File: src/rtl/prog_loader_pkg.sv
// Shared types and defaults for the UART boot loader.
//   load_state_e : framing FSM states
//   uart_state_e : UART receiver states
//   HDR_BYTE_DEFAULT : default frame start marker
package prog_loader_pkg;

    typedef enum logic [2:0] {
        S_IDLE,
        S_LEN0,
        S_LEN1,
        S_DATA,
        S_DONE
    } load_state_e;

    typedef enum logic [1:0] {
        U_IDLE,
        U_START,
        U_DATA,
        U_STOP
    } uart_state_e;

    localparam logic [7:0] HDR_BYTE_DEFAULT = 8'hA5;

endpackage

File: src/rtl/prog_loader_uart_rx.sv
// 8N1 UART receiver.
//   clk        : system clock
//   rst        : asynchronous active-low reset
//   rx         : serial input, idle high, asynchronous to clk
//   byte_valid : one-cycle pulse, byte_data holds the received byte
//   byte_data  : last received byte
//   fe         : one-cycle pulse on a zero stop bit (byte discarded)
module prog_loader_uart_rx
    import prog_loader_pkg::*;
#(
    parameter int unsigned CLKS_PER_BIT = 868
) (
    input  logic       clk,
    input  logic       rst,
    input  logic       rx,
    output logic       byte_valid,
    output logic [7:0] byte_data,
    output logic       fe
);

    localparam int unsigned CW = $clog2(CLKS_PER_BIT);
    localparam logic [CW-1:0] BIT_LAST  = CW'(CLKS_PER_BIT - 1);
    localparam logic [CW-1:0] HALF_LAST = CW'(CLKS_PER_BIT / 2 - 1);

    logic          rx_meta, rx_sync, rx_prev;
    uart_state_e   state_q, state_d;
    logic [CW-1:0] cnt_q, cnt_d;
    logic [2:0]    bit_q, bit_d;
    logic [7:0]    shift_q, shift_d;
    logic          valid_q, valid_d;
    logic          fe_q, fe_d;

    assign byte_valid = valid_q;
    assign byte_data  = shift_q;
    assign fe         = fe_q;

    always_ff @(posedge clk or negedge rst) begin
        if (!rst) begin
            rx_meta <= 1'b1;
            rx_sync <= 1'b1;
            rx_prev <= 1'b1;
            state_q <= U_IDLE;
            cnt_q   <= '0;
            bit_q   <= '0;
            shift_q <= '0;
            valid_q <= 1'b0;
            fe_q    <= 1'b0;
        end else begin
            rx_meta <= rx;
            rx_sync <= rx_meta;
            rx_prev <= rx_sync;
            state_q <= state_d;
            cnt_q   <= cnt_d;
            bit_q   <= bit_d;
            shift_q <= shift_d;
            valid_q <= valid_d;
            fe_q    <= fe_d;
        end
    end

    always_comb begin
        state_d = state_q;
        cnt_d   = cnt_q + 1'b1;
        bit_d   = bit_q;
        shift_d = shift_q;
        valid_d = 1'b0;
        fe_d    = 1'b0;
        unique case (state_q)
            U_IDLE: begin
                cnt_d = '0;
                if (rx_prev && !rx_sync) state_d = U_START;
            end
            U_START: begin
                if (cnt_q == HALF_LAST) begin
                    cnt_d   = '0;
                    bit_d   = '0;
                    // Line back high at mid start bit: glitch, not a start.
                    state_d = rx_sync ? U_IDLE : U_DATA;
                end
            end
            U_DATA: begin
                if (cnt_q == BIT_LAST) begin
                    cnt_d   = '0;
                    shift_d = {rx_sync, shift_q[7:1]};
                    bit_d   = bit_q + 3'd1;
                    if (bit_q == 3'd7) state_d = U_STOP;
                end
            end
            U_STOP: begin
                // Sampled mid stop bit; idling from here re-arms for the next start edge.
                if (cnt_q == BIT_LAST) begin
                    state_d = U_IDLE;
                    valid_d = rx_sync;
                    fe_d    = !rx_sync;
                end
            end
            default: state_d = U_IDLE;
        endcase
    end

endmodule

File: src/rtl/prog_loader.sv
// UART boot loader: receives A5, LEN_lo, LEN_hi, then 4*LEN little-endian bytes,
// and writes each assembled word into instruction memory.
//   clk        : system clock
//   rst        : asynchronous active-low reset
//   rx         : UART serial input
//   imem_we    : one-cycle instruction memory write strobe
//   imem_addr  : word address of imem_wdata
//   imem_wdata : assembled instruction word
//   cpu_hold   : keeps the core in reset while high
//   done       : image fully written
//   err        : sticky framing / oversize error
module prog_loader
    import prog_loader_pkg::*;
#(
    parameter int unsigned CLKS_PER_BIT = 868,
    parameter int unsigned ADDR_W       = 8,
    parameter logic [7:0]  HDR_BYTE     = HDR_BYTE_DEFAULT
) (
    input  logic              clk,
    input  logic              rst,
    input  logic              rx,
    output logic              imem_we,
    output logic [ADDR_W-1:0] imem_addr,
    output logic [31:0]       imem_wdata,
    output logic              cpu_hold,
    output logic              done,
    output logic              err
);

    logic       byte_valid, fe;
    logic [7:0] byte_data;

    prog_loader_uart_rx #(
        .CLKS_PER_BIT(CLKS_PER_BIT)
    ) u_uart_rx (
        .clk       (clk),
        .rst       (rst),
        .rx        (rx),
        .byte_valid(byte_valid),
        .byte_data (byte_data),
        .fe        (fe)
    );

    load_state_e       state_q, state_d;
    logic [7:0]        len_lo_q, len_lo_d;
    logic [15:0]       len_q, len_d;
    logic [ADDR_W-1:0] widx_q, widx_d;
    logic [1:0]        lane_q, lane_d;
    logic [23:0]       asm_q, asm_d;
    logic              we_q, we_d;
    logic [ADDR_W-1:0] addr_q, addr_d;
    logic [31:0]       wdata_q, wdata_d;
    logic              hold_q, hold_d;
    logic              done_q, done_d;
    logic              err_q, err_d;
    logic [15:0]       n_words;

    assign imem_we    = we_q;
    assign imem_addr  = addr_q;
    assign imem_wdata = wdata_q;
    assign cpu_hold   = hold_q;
    assign done       = done_q;
    assign err        = err_q;
    assign n_words    = {byte_data, len_lo_q};

    always_ff @(posedge clk or negedge rst) begin
        if (!rst) begin
            state_q  <= S_IDLE;
            len_lo_q <= '0;
            len_q    <= '0;
            widx_q   <= '0;
            lane_q   <= '0;
            asm_q    <= '0;
            we_q     <= 1'b0;
            addr_q   <= '0;
            wdata_q  <= '0;
            hold_q   <= 1'b1;
            done_q   <= 1'b0;
            err_q    <= 1'b0;
        end else begin
            state_q  <= state_d;
            len_lo_q <= len_lo_d;
            len_q    <= len_d;
            widx_q   <= widx_d;
            lane_q   <= lane_d;
            asm_q    <= asm_d;
            we_q     <= we_d;
            addr_q   <= addr_d;
            wdata_q  <= wdata_d;
            hold_q   <= hold_d;
            done_q   <= done_d;
            err_q    <= err_d;
        end
    end

    always_comb begin
        state_d  = state_q;
        len_lo_d = len_lo_q;
        len_d    = len_q;
        widx_d   = widx_q;
        lane_d   = lane_q;
        asm_d    = asm_q;
        we_d     = 1'b0;
        addr_d   = addr_q;
        wdata_d  = wdata_q;
        hold_d   = hold_q;
        done_d   = done_q;
        err_d    = err_q;
        if (fe) begin
            err_d = 1'b1;
            // A broken frame abandons the image; idle/done keep their state.
            if (state_q != S_IDLE && state_q != S_DONE) state_d = S_IDLE;
        end else if (byte_valid) begin
            unique case (state_q)
                S_IDLE, S_DONE: begin
                    if (byte_data == HDR_BYTE) begin
                        state_d = S_LEN0;
                        hold_d  = 1'b1;
                        done_d  = 1'b0;
                    end
                end
                S_LEN0: begin
                    len_lo_d = byte_data;
                    state_d  = S_LEN1;
                end
                S_LEN1: begin
                    len_d = n_words;
                    if (n_words == 16'd0) begin
                        state_d = S_DONE;
                        done_d  = 1'b1;
                        hold_d  = 1'b0;
                    end else if (32'(n_words) > (32'd1 << ADDR_W)) begin
                        err_d   = 1'b1;
                        state_d = S_IDLE;
                    end else begin
                        widx_d  = '0;
                        lane_d  = '0;
                        state_d = S_DATA;
                    end
                end
                S_DATA: begin
                    lane_d = lane_q + 2'd1;
                    unique case (lane_q)
                        2'd0: asm_d[7:0]   = byte_data;
                        2'd1: asm_d[15:8]  = byte_data;
                        2'd2: asm_d[23:16] = byte_data;
                        default: begin
                            we_d    = 1'b1;
                            wdata_d = {byte_data, asm_q};
                            addr_d  = widx_q;
                            widx_d  = widx_q + 1'b1;
                            if (32'(widx_q) == 32'(len_q) - 32'd1) begin
                                state_d = S_DONE;
                                done_d  = 1'b1;
                                hold_d  = 1'b0;
                            end
                        end
                    endcase
                end
                default: state_d = S_IDLE;
            endcase
        end
    end

endmodule

File: config.mk
export PLATFORM = sky130hd
export DESIGN_NAME = prog_loader
export DESIGN_NICKNAME = d
export VERILOG_FILES = /design/src/rtl/prog_loader_pkg.sv /design/src/rtl/prog_loader_uart_rx.sv /design/src/rtl/prog_loader.sv
export SDC_FILE = /design/constraint.sdc
export NUM_CORES = 1
export LEC_CHECK = 0
export ABC_AREA = 1
export CAP_MARGIN = 40
export CORE_MARGIN = 4
export CORE_UTILIZATION = 24
export CTS_BUF_LIST = sky130_fd_sc_hd__clkbuf_8
export CTS_CLUSTER_SIZE = 20
export DETAILED_ROUTE_END_ITERATION = 16
export GPL_TIMING_DRIVEN = 0
export PLACE_DENSITY = 0.46
export SKIP_CTS_REPAIR_TIMING = 1
export SYNTH_ARGS = -nofsm -noshare
export SYNTH_HDL_FRONTEND = slang
export SYNTH_HIERARCHICAL = 1
export SYNTH_SLANG_ARGS = --single-unit
File: constraint.sdc
create_clock -name clk -period 2.66 [get_ports clk]
set_input_delay 0.532 -clock clk [delete_from_list [all_inputs] [get_ports clk]]
set_output_delay 0.532 -clock clk [all_outputs]
set_load 0.01 [all_outputs]
# Yosys cells after proc, flatten, opt, wreduce, memory -nomap -nowiden

Cells that the tools add are included.

Shift-type cells: 0
Reductions and logical operators: 30
Eq/ne operators: 31
Divide/modulo/power cells: 0
Multiplexer cells: 52
$mul: 0
Magnitude comparators: 1
Bitwise operators: 2
$add $sub $neg: 5

Operator list:

| operator                | count |
|---|---|
| $eq A8 B32 Y1           | 1 |
| $pmux W10 S3            | 1 |
| $mux W3                 | 9 |
| $mux W8                 | 3 |
| $mux W1                 | 21 |
| $mux W10                | 2 |
| $reduce_and A4 Y1       | 5 |
| $mux W2                 | 9 |
| $sub A16 B1 Y17 const B | 1 |
| $gt A16 B9 Y1 const B   | 1 |
| $logic_not A16 Y1       | 1 |
| $pmux W8 S2             | 1 |
| $reduce_and A5 Y1       | 3 |
| $ne A2 B2 Y1 const B    | 7 |
| $ne A2 B1 Y1 const B    | 6 |
| $pmux W3 S4             | 1 |
| $add A10 B1 Y10 const B | 1 |
| $eq A10 B10 Y1 const B  | 1 |
| $eq A10 B9 Y1 const B   | 1 |
| $reduce_bool A2 Y1      | 5 |
| $ne A3 B2 Y1 const B    | 3 |
| $reduce_and A3 Y1       | 3 |
| $add A8 B1 Y8 const B   | 1 |
| $eq A8 B8 Y1 const B    | 1 |
| other kinds (23)        | 33 |

Output and inout bits: 44
Bits in writable memories: 0
Latch bits: 0
Register bits: 133
Memories: 0
Word-level logic and storage cells: 144
ROM bits: 0

# Longest topological paths before layout

Depth in word-level cells: 7
Gate-level depth with buffers: 17

# Modules after synthesis

The synthesis kept the hierarchy.

By module, submodules not included:

| module              | area an instance (um^2) | seq. area each (um^2) | times used | cells an instance |
|---|---|---|---|---|
| prog_loader         | 4928.5                  | 2628.8                | 1          | 597 |
| prog_loader_uart_rx | 1366.3                  | 704.4                 | 1          | 162 |

# Worst setup path before layout

OpenSTA, ideal clock, no wires.

Path kind: register to register
Start point: register len_q[0]
End point: register state_q[0] (netlist name)
Setup time: 117 ps
Data required time: 2543 ps
Arrival: 1747 ps
Path slack: 796 ps
Cell stages (with the launch flop): 16
Path through: dfrtp_1 inv_2 ha_1 nand2_1 nor2_1 nand3_1 nand3_1 nand2_1 nor2_1 nand2_1 nor2_1 nand2_1 nand2_2 nand3_2 nand3_1 nand2_1

RTL lines:

| element                | RTL line          | RTL |
|---|---|---|
| start, declared        | prog_loader.sv:46 | `logic [15:0] len_q, len_d;` |
| start signal, assigned | prog_loader.sv:83 | `len_q <= len_d;` |

==> reports/summary.md <==
Clocking
* 17 — clock buffer count from CTS
* 4 — H-Tree Depth
* clkbuf_8 — clock root buffer master
* yes — clock tree from TritonCTS
* 2 — maximum count of clock buffers along a single path
* 0.09 ns — clock edge transition at the registers on the reported setup and hold paths
* 0.44 ns — clock latency on the worst-skew pair
* 133 — sinks on the clock net

Drt
* 0 — Remaining DRCs
* 13.1 µm — Routed wire per std cell
* 0 — remaining number of nets flagged by the antenna check after routing
* 4 — 1st-pass router iterations
* 4943 — number of vias in the routed layout
* 243 — drt initial violations
* 4.21 — via count normalized by instance count
* 15.4 mm — final wirelength

Timing
* no — unrepaired setup endpoints after global routing
* 448 MHz — timing-limited maximum frequency
* 83.9% — share of the clock period used by the worst path
* 61.3% — worst max-slew margin expressed relative to the limit
* 0 — number of failing setup endpoints in the final timing report
* 2.23 ns — fin crit period
* 0.580 ns — worst slew pin tran
* 0 — max-slew violation count
* 0.0158 ns — clock skew
* 0 — final hold viol count

Setup path
* 3.03 ns — required time worst endpoint
* dfrtp_1 — critical path's slowest cell
* 5 — worst-path maximum fanout
* flop — Startpoint Class
* flop to flop — Worst Path Class, Setup
* flop — Setup crit end kind
* 2.60 ns — endpoint arrival time on the critical path
* inv_2 -> ha_1 -> nand2_1 -> nor2_1 -> nand3_1 -> nand3_1 -> nand2_1 -> nor2_1 -> nand2_1 -> nor2_1 -> nand2_1 -> nand2_2 -> nand3_2 -> nand2_2 -> nand2_1 -> nand2_1 — critical path cell sequence
* nand2_1 — CP dominant cell by count
* 0.46 ns — delay of the slowest critical-path stage

Yosys
* 53.0% — share of the yosys chip area belonging to registers
* 8.29 µm² — post-synthesis average cell area
* 772 — Synth Net Count
* dfrtp_1 51%, nand2_1 16%, o21ai_0 4.4% — Area contributors post-synth
* 51.3% — area share of the largest cell type after synthesis
* 759 — cells after synthesis
* dfrtp_1 — post-synthesis cell type with the largest combined area
* 133 — total of flip-flops plus latches after synthesis
* 37 — Synth cell types
* 6 — count of yosys warnings during synthesis
* 0.00629 mm² — cell area after technology mapping

Global route
* 11.0% — Overall Global Routing Usage
* 25.4 mm — global-route wire length before repair
* 0 — remaining global-route overflow
* 0 — number of antenna violations at the first check in global routing
* 5010 — vias in the first global route
* 76 — maximum number of pins on one net before global-route repair

Run
* 0 — max-cap violation count

Run status
* completed — outcome

Floorplan
* 24.3% — Starting Density
* 59 — number of standard-cell rows in the floorplan
* 47 — io pins
* 170 µm — floorplan die width
* 0.0289 mm² — die area
* 0.0259 mm² — Core Box Area
* 170 µm — DIE HEIGHT

Finish
* 0.00333 mm² — register area
* 11.7% — fraction of layout instances using a drive strength above 1
* 2825 — fill cell count
* 268 x nand2_1, 129 x dfrtp_1, 67 x inv_1, 55 x o21ai_0, 49 x nor2_1 — highest-count cells in the layout ignoring fill and taps
* nand2_1 — most common cell after layout, fill and taps aside
* 0.00256 mm² — total area of multi-input combinational cells
* 838 — number of nets in the finished design
* 21.0% — P&R area growth vs syn
* 0 — antenna cell count
* 0.00762 mm² — fin area

Pwr
* 4160 µW — total chip power
* 0.00363 µW — leakage power of the design
* 306 µV — Max VDD drop
* 546 mW/mm² — PD cells

Min path
* input pin to async pin — path class of the lowest-slack min-delay path

Place
* 0.794 — final estimated routing congestion in global placement
* 46 — number of I/O port buffers
* 0.00720 mm² — Placed Area
* 11.1 mm — dpl hpwl

==> path summary, 6_finish.rpt <==
| path | start | to | slack, ns | depth (start not counted) |
|---|---|---|---|---|
| max in group asynchronous | rst | imem_wdata[30] | 1.81 | 2 |
| min | rst | u_uart_rx/cnt_q[9] | 0.07 | 1 |
| max | len_q[0] | state_q[2] | 0.43 | 16 |
| min in group clk | u_uart_rx/rx_meta | u_uart_rx/rx_sync | 0.36 | 0 |
| min reg2reg | u_uart_rx/rx_meta | u_uart_rx/rx_sync | 0.36 | 0 |
| max reg2reg | len_q[0] | state_q[2] | 0.43 | 16 |
==> sequential cells by signal, indices dropped and copies added (netlist names), 2 cells and up, named ones only <==
name,cells
imem_wdata,32
asm_q,24
len_q,16
u_uart_rx/cnt_q,10
imem_addr,8
len_lo_q,8
u_uart_rx/byte_data,8
widx_q,8
state_q,3
u_uart_rx/bit_q,3
lane_q,2
==> worst max-delay path: cells and delay by family, from the launching register on <==
family,cells,cell delay [ns]
adder cells (fa/ha/maj),1,0.29
buffers and inverters,1,0.11
flip-flops,1,0.46
AND/OR/NAND/NOR,14,1.30
==> synthesized netlist by cell type <==
library cell	n
nor3_1	5
nor4_2	2
nand2b_1	1
nor2_2	7
clkinv_2	1
or2_2	6
nand2_2	8
dfstp_2	4
o21ai_0	55
a21oi_1	8
nand3_2	1
buf_2	5
nand3_4	1
o21ai_2	1
xor2_1	9
nor2_1	49
nand2_4	2
o21ai_1	21
nand2_1	268
nor4_1	1
dfrtp_1	129
ha_1	10
xnor2_1	5
nand3b_1	3
nand3_1	38
inv_1	67
nand4_1	12
or2_0	2
o211ai_1	1
a22oi_1	1
nor3_2	1
buf_4	2
nor2_4	10
buf_6	3
clkbuf_1	10
mux2_2	1
inv_2	9
==> kinds of logic after synthesis <==
logic type | synth area share (%)
mux | 0.179
buf+inv | 6.38
flops | 53.0
fa+ha+maj | 1.99
compound gates | 7.06
xor+xnor | 1.95
simple gates | 29.5
==> power breakdown <==
part | internal [µW] | total [µW] | switching (µW)
Clock | 876 | 1790 | 916
Sequential | 2070 | 2120 | 51.2
Combinational | 84.1 | 247 | 163
Total | 3030 | 4160 | 1130
==> metal layers <==
metal / wire length [µm] / vias up / track usage, % / share of wire (%)
li1: - / 2530 / - / -
met1: 7180 / 2352 / 13.8 / 47
met2: 7570 / 48 / 18.9 / 49
met3: 463 / 13 / 2.65 / 3.0
met4: 193 / 0 / 3.06 / 1.3
met5: 0 / - / 0 / 0
==> metrics by stage <==
stage	hold slack, ns	util, %	setup slack (ns)	instances	setup TNS (ns)
global placement	0.352	27.7	-4.69	1140	-615.11
global route	0.0875	29.4	0.166	1173	0
floorplan	0.236	-	0.796	759	0
finish	0.0724	29.4	0.429	1173	0
detailed placement	0.351	27.8	0.427	1141	0
CTS	0.0773	29.4	0.404	1173	0
==> layout make-up <==
| class | instances | share of cell area, % |
|---|---|---|
| plain buffers | 20 | 1.46 |
| clock buffers | 17 | 3.07 |
| clock inverters | 15 | 2.37 |
| inverters | 77 | 3.81 |
| multi-input cells | 529 | 33.6 |
| flip-flops and latches | 133 | 43.8 |
| well taps | 335 | 5.50 |
| repair buffers | 47 | 6.42 |
Power figures use the tool's default switching activity.
==> patch: new RTL, same settings <==
`wdata_q` no longer has a reset.
--- a/src/rtl/prog_loader.sv
+++ b/src/rtl/prog_loader.sv
@@ -73,7 +73,6 @@
             asm_q    <= '0;
             we_q     <= 1'b0;
             addr_q   <= '0;
-            wdata_q  <= '0;
             hold_q   <= 1'b1;
             done_q   <= 1'b0;
             err_q    <= 1'b0;
@@ -86,11 +85,14 @@
             asm_q    <= asm_d;
             we_q     <= we_d;
             addr_q   <= addr_d;
-            wdata_q  <= wdata_d;
             hold_q   <= hold_d;
             done_q   <= done_d;
             err_q    <= err_d;
         end
+    end
+
+    always_ff @(posedge clk) begin
+        wdata_q <= wdata_d;
     end
 
     always_comb begin
Formal check against the unedited RTL: no difference found for any inputs over 10 cycles, from zero or initial values and one cycle with rst low; that may be too few to reach the edited logic, so the function may still have changed.
==> patch against the unedited design <==
  * Setup slack got worse by 0.058 ns
  * Die area decreased by 3.6%
  * Combinational power decreased by 26%
  * Sequential cell count stayed put
  * Total power decreased by 1.8%
  * Design area decreased by 3.1%
  * Non-clock buffer count fell by 4
  * Routed wire length down 9.5%
  * Cell count fell by 9.2%
  * Synthesized area fell by 3.8%
  * Critical endpoint is now imem_wdata[31]
  * Largest power group unchanged
==> patch: results (changes against the unedited design) <==
Cells and area
  • Final nets: 741 (-12%)
  • Fill count: 2,589 (-8.4%)
  • Layout cells sized above 1: 0.119 (+0.00181)

Synthesis
  • Synth top cells by count: nand2_1 (176), dfrtp_1 (97), inv_1 (68)
  • Area share of fa/ha/maj cells after synthesis: 0.0207 (+0.000776)
  • Sequential share of the synthesized area: 0.577 (+0.0471)
  • Synth cell types: 39 (+5.4%)
  • Post-synthesis compound-gate area fraction: 0.0803 (+0.00978)
  • Post-Synth XOR/XNOR Area: 0.0217 (+0.00221)
  • Mux share of post-synthesis cell area: 0 (-0.00179)

Setup path
  • CP max stage delay: 0.50 ns (+0.04 ns)
  • Max FO, Critical Path: 22 (+17)
  • Crit path from: state_q[1]
  • CP max stage cell: nor2_4

Timing
  • Setup Skew: 0.0147 ns (-0.00106 ns)
  • Worst slew pin tran: 0.634 ns (+0.0532 ns)

Placed design
  • Routability cong.: 0.755 (-4.9%)
  • Place WS: 0.360 ns (-0.0664 ns)

Pwr
  • Maximum vdd drop: 325 uV (+6.0%)
  • Leakage: 3.19 nW (-12%)

Run status
  • Status: finished clean

Detailed routing
  • Routed vias: 4,454 (-9.9%)
  • WL/cell: 13.1 um (-0.37%)
  • First-iteration detailed-routing DRC count: 185 (-24%)

CTS
  • Worst skew pair latency: 0.46 ns (+0.02 ns)

Global route
  • First-pass GRT wire length: 23.3 mm (-8.1%)
==> patch: path summary, 6_finish.rpt <==
check	endpoint	slack, ns	cells after the start
max	imem_wdata[31]	0.37	9
min	u_uart_rx/state_q[0]	0.07	1
max reg2reg	imem_wdata[31]	0.37	9
min reg2reg	u_uart_rx/rx_sync	0.36	0
max in group asynchronous	cpu_hold	1.85	2
min in group clk	u_uart_rx/rx_sync	0.36	0
==> patch: layer usage <==
metal	track usage	vias to the layer above	wire [um]
met3	0.0242	10	326
met4	0.0366	0	157
met5	0	-	0
li1	-	2286	-
met1	0.141	2115	6860
met2	0.166	43	6580
==> patch: area by class of cell <==
class | count | area (um2) | share of cell area
flip-flops and latches | 133 | 3490 | 0.473
multi-input cells | 438 | 2200 | 0.298
repair buffers | 48 | 513 | 0.0695
well taps | 324 | 405 | 0.0549
inverters | 75 | 282 | 0.0381
clock buffers | 17 | 234 | 0.0317
clock inverters | 15 | 170 | 0.0231
plain buffers | 15 | 81.3 | 0.0110
==> patch: report_power, final <==
group / total (mW) / leakage (nW) / switching (mW) / internal, mW
clock network: 1.77 / 0.202 / 0.909 / 0.857
registers: 2.13 / 1.61 / 0.0257 / 2.11
logic: 0.183 / 1.37 / 0.127 / 0.0557
==> patch: metrics by stage <==
| step | instance area, um2 | instances |
|---|---|---|
| 6_report | 7380 | 1065 |
| 5_1_grt | 7380 | 1065 |
| 4_1_cts | 7380 | 1065 |
| 3_5_place_dp | 6980 | 1033 |
| 3_3_place_gp | 6920 | 1031 |
| 2_1_floorplan | 6060 | 661 |
==> patch: logic make-up after synthesis <==
family / count (synthesis)
compound gates: 87
fa+ha+maj: 10
simple gates: 326
xor+xnor: 15
flops: 133
buf+inv: 90
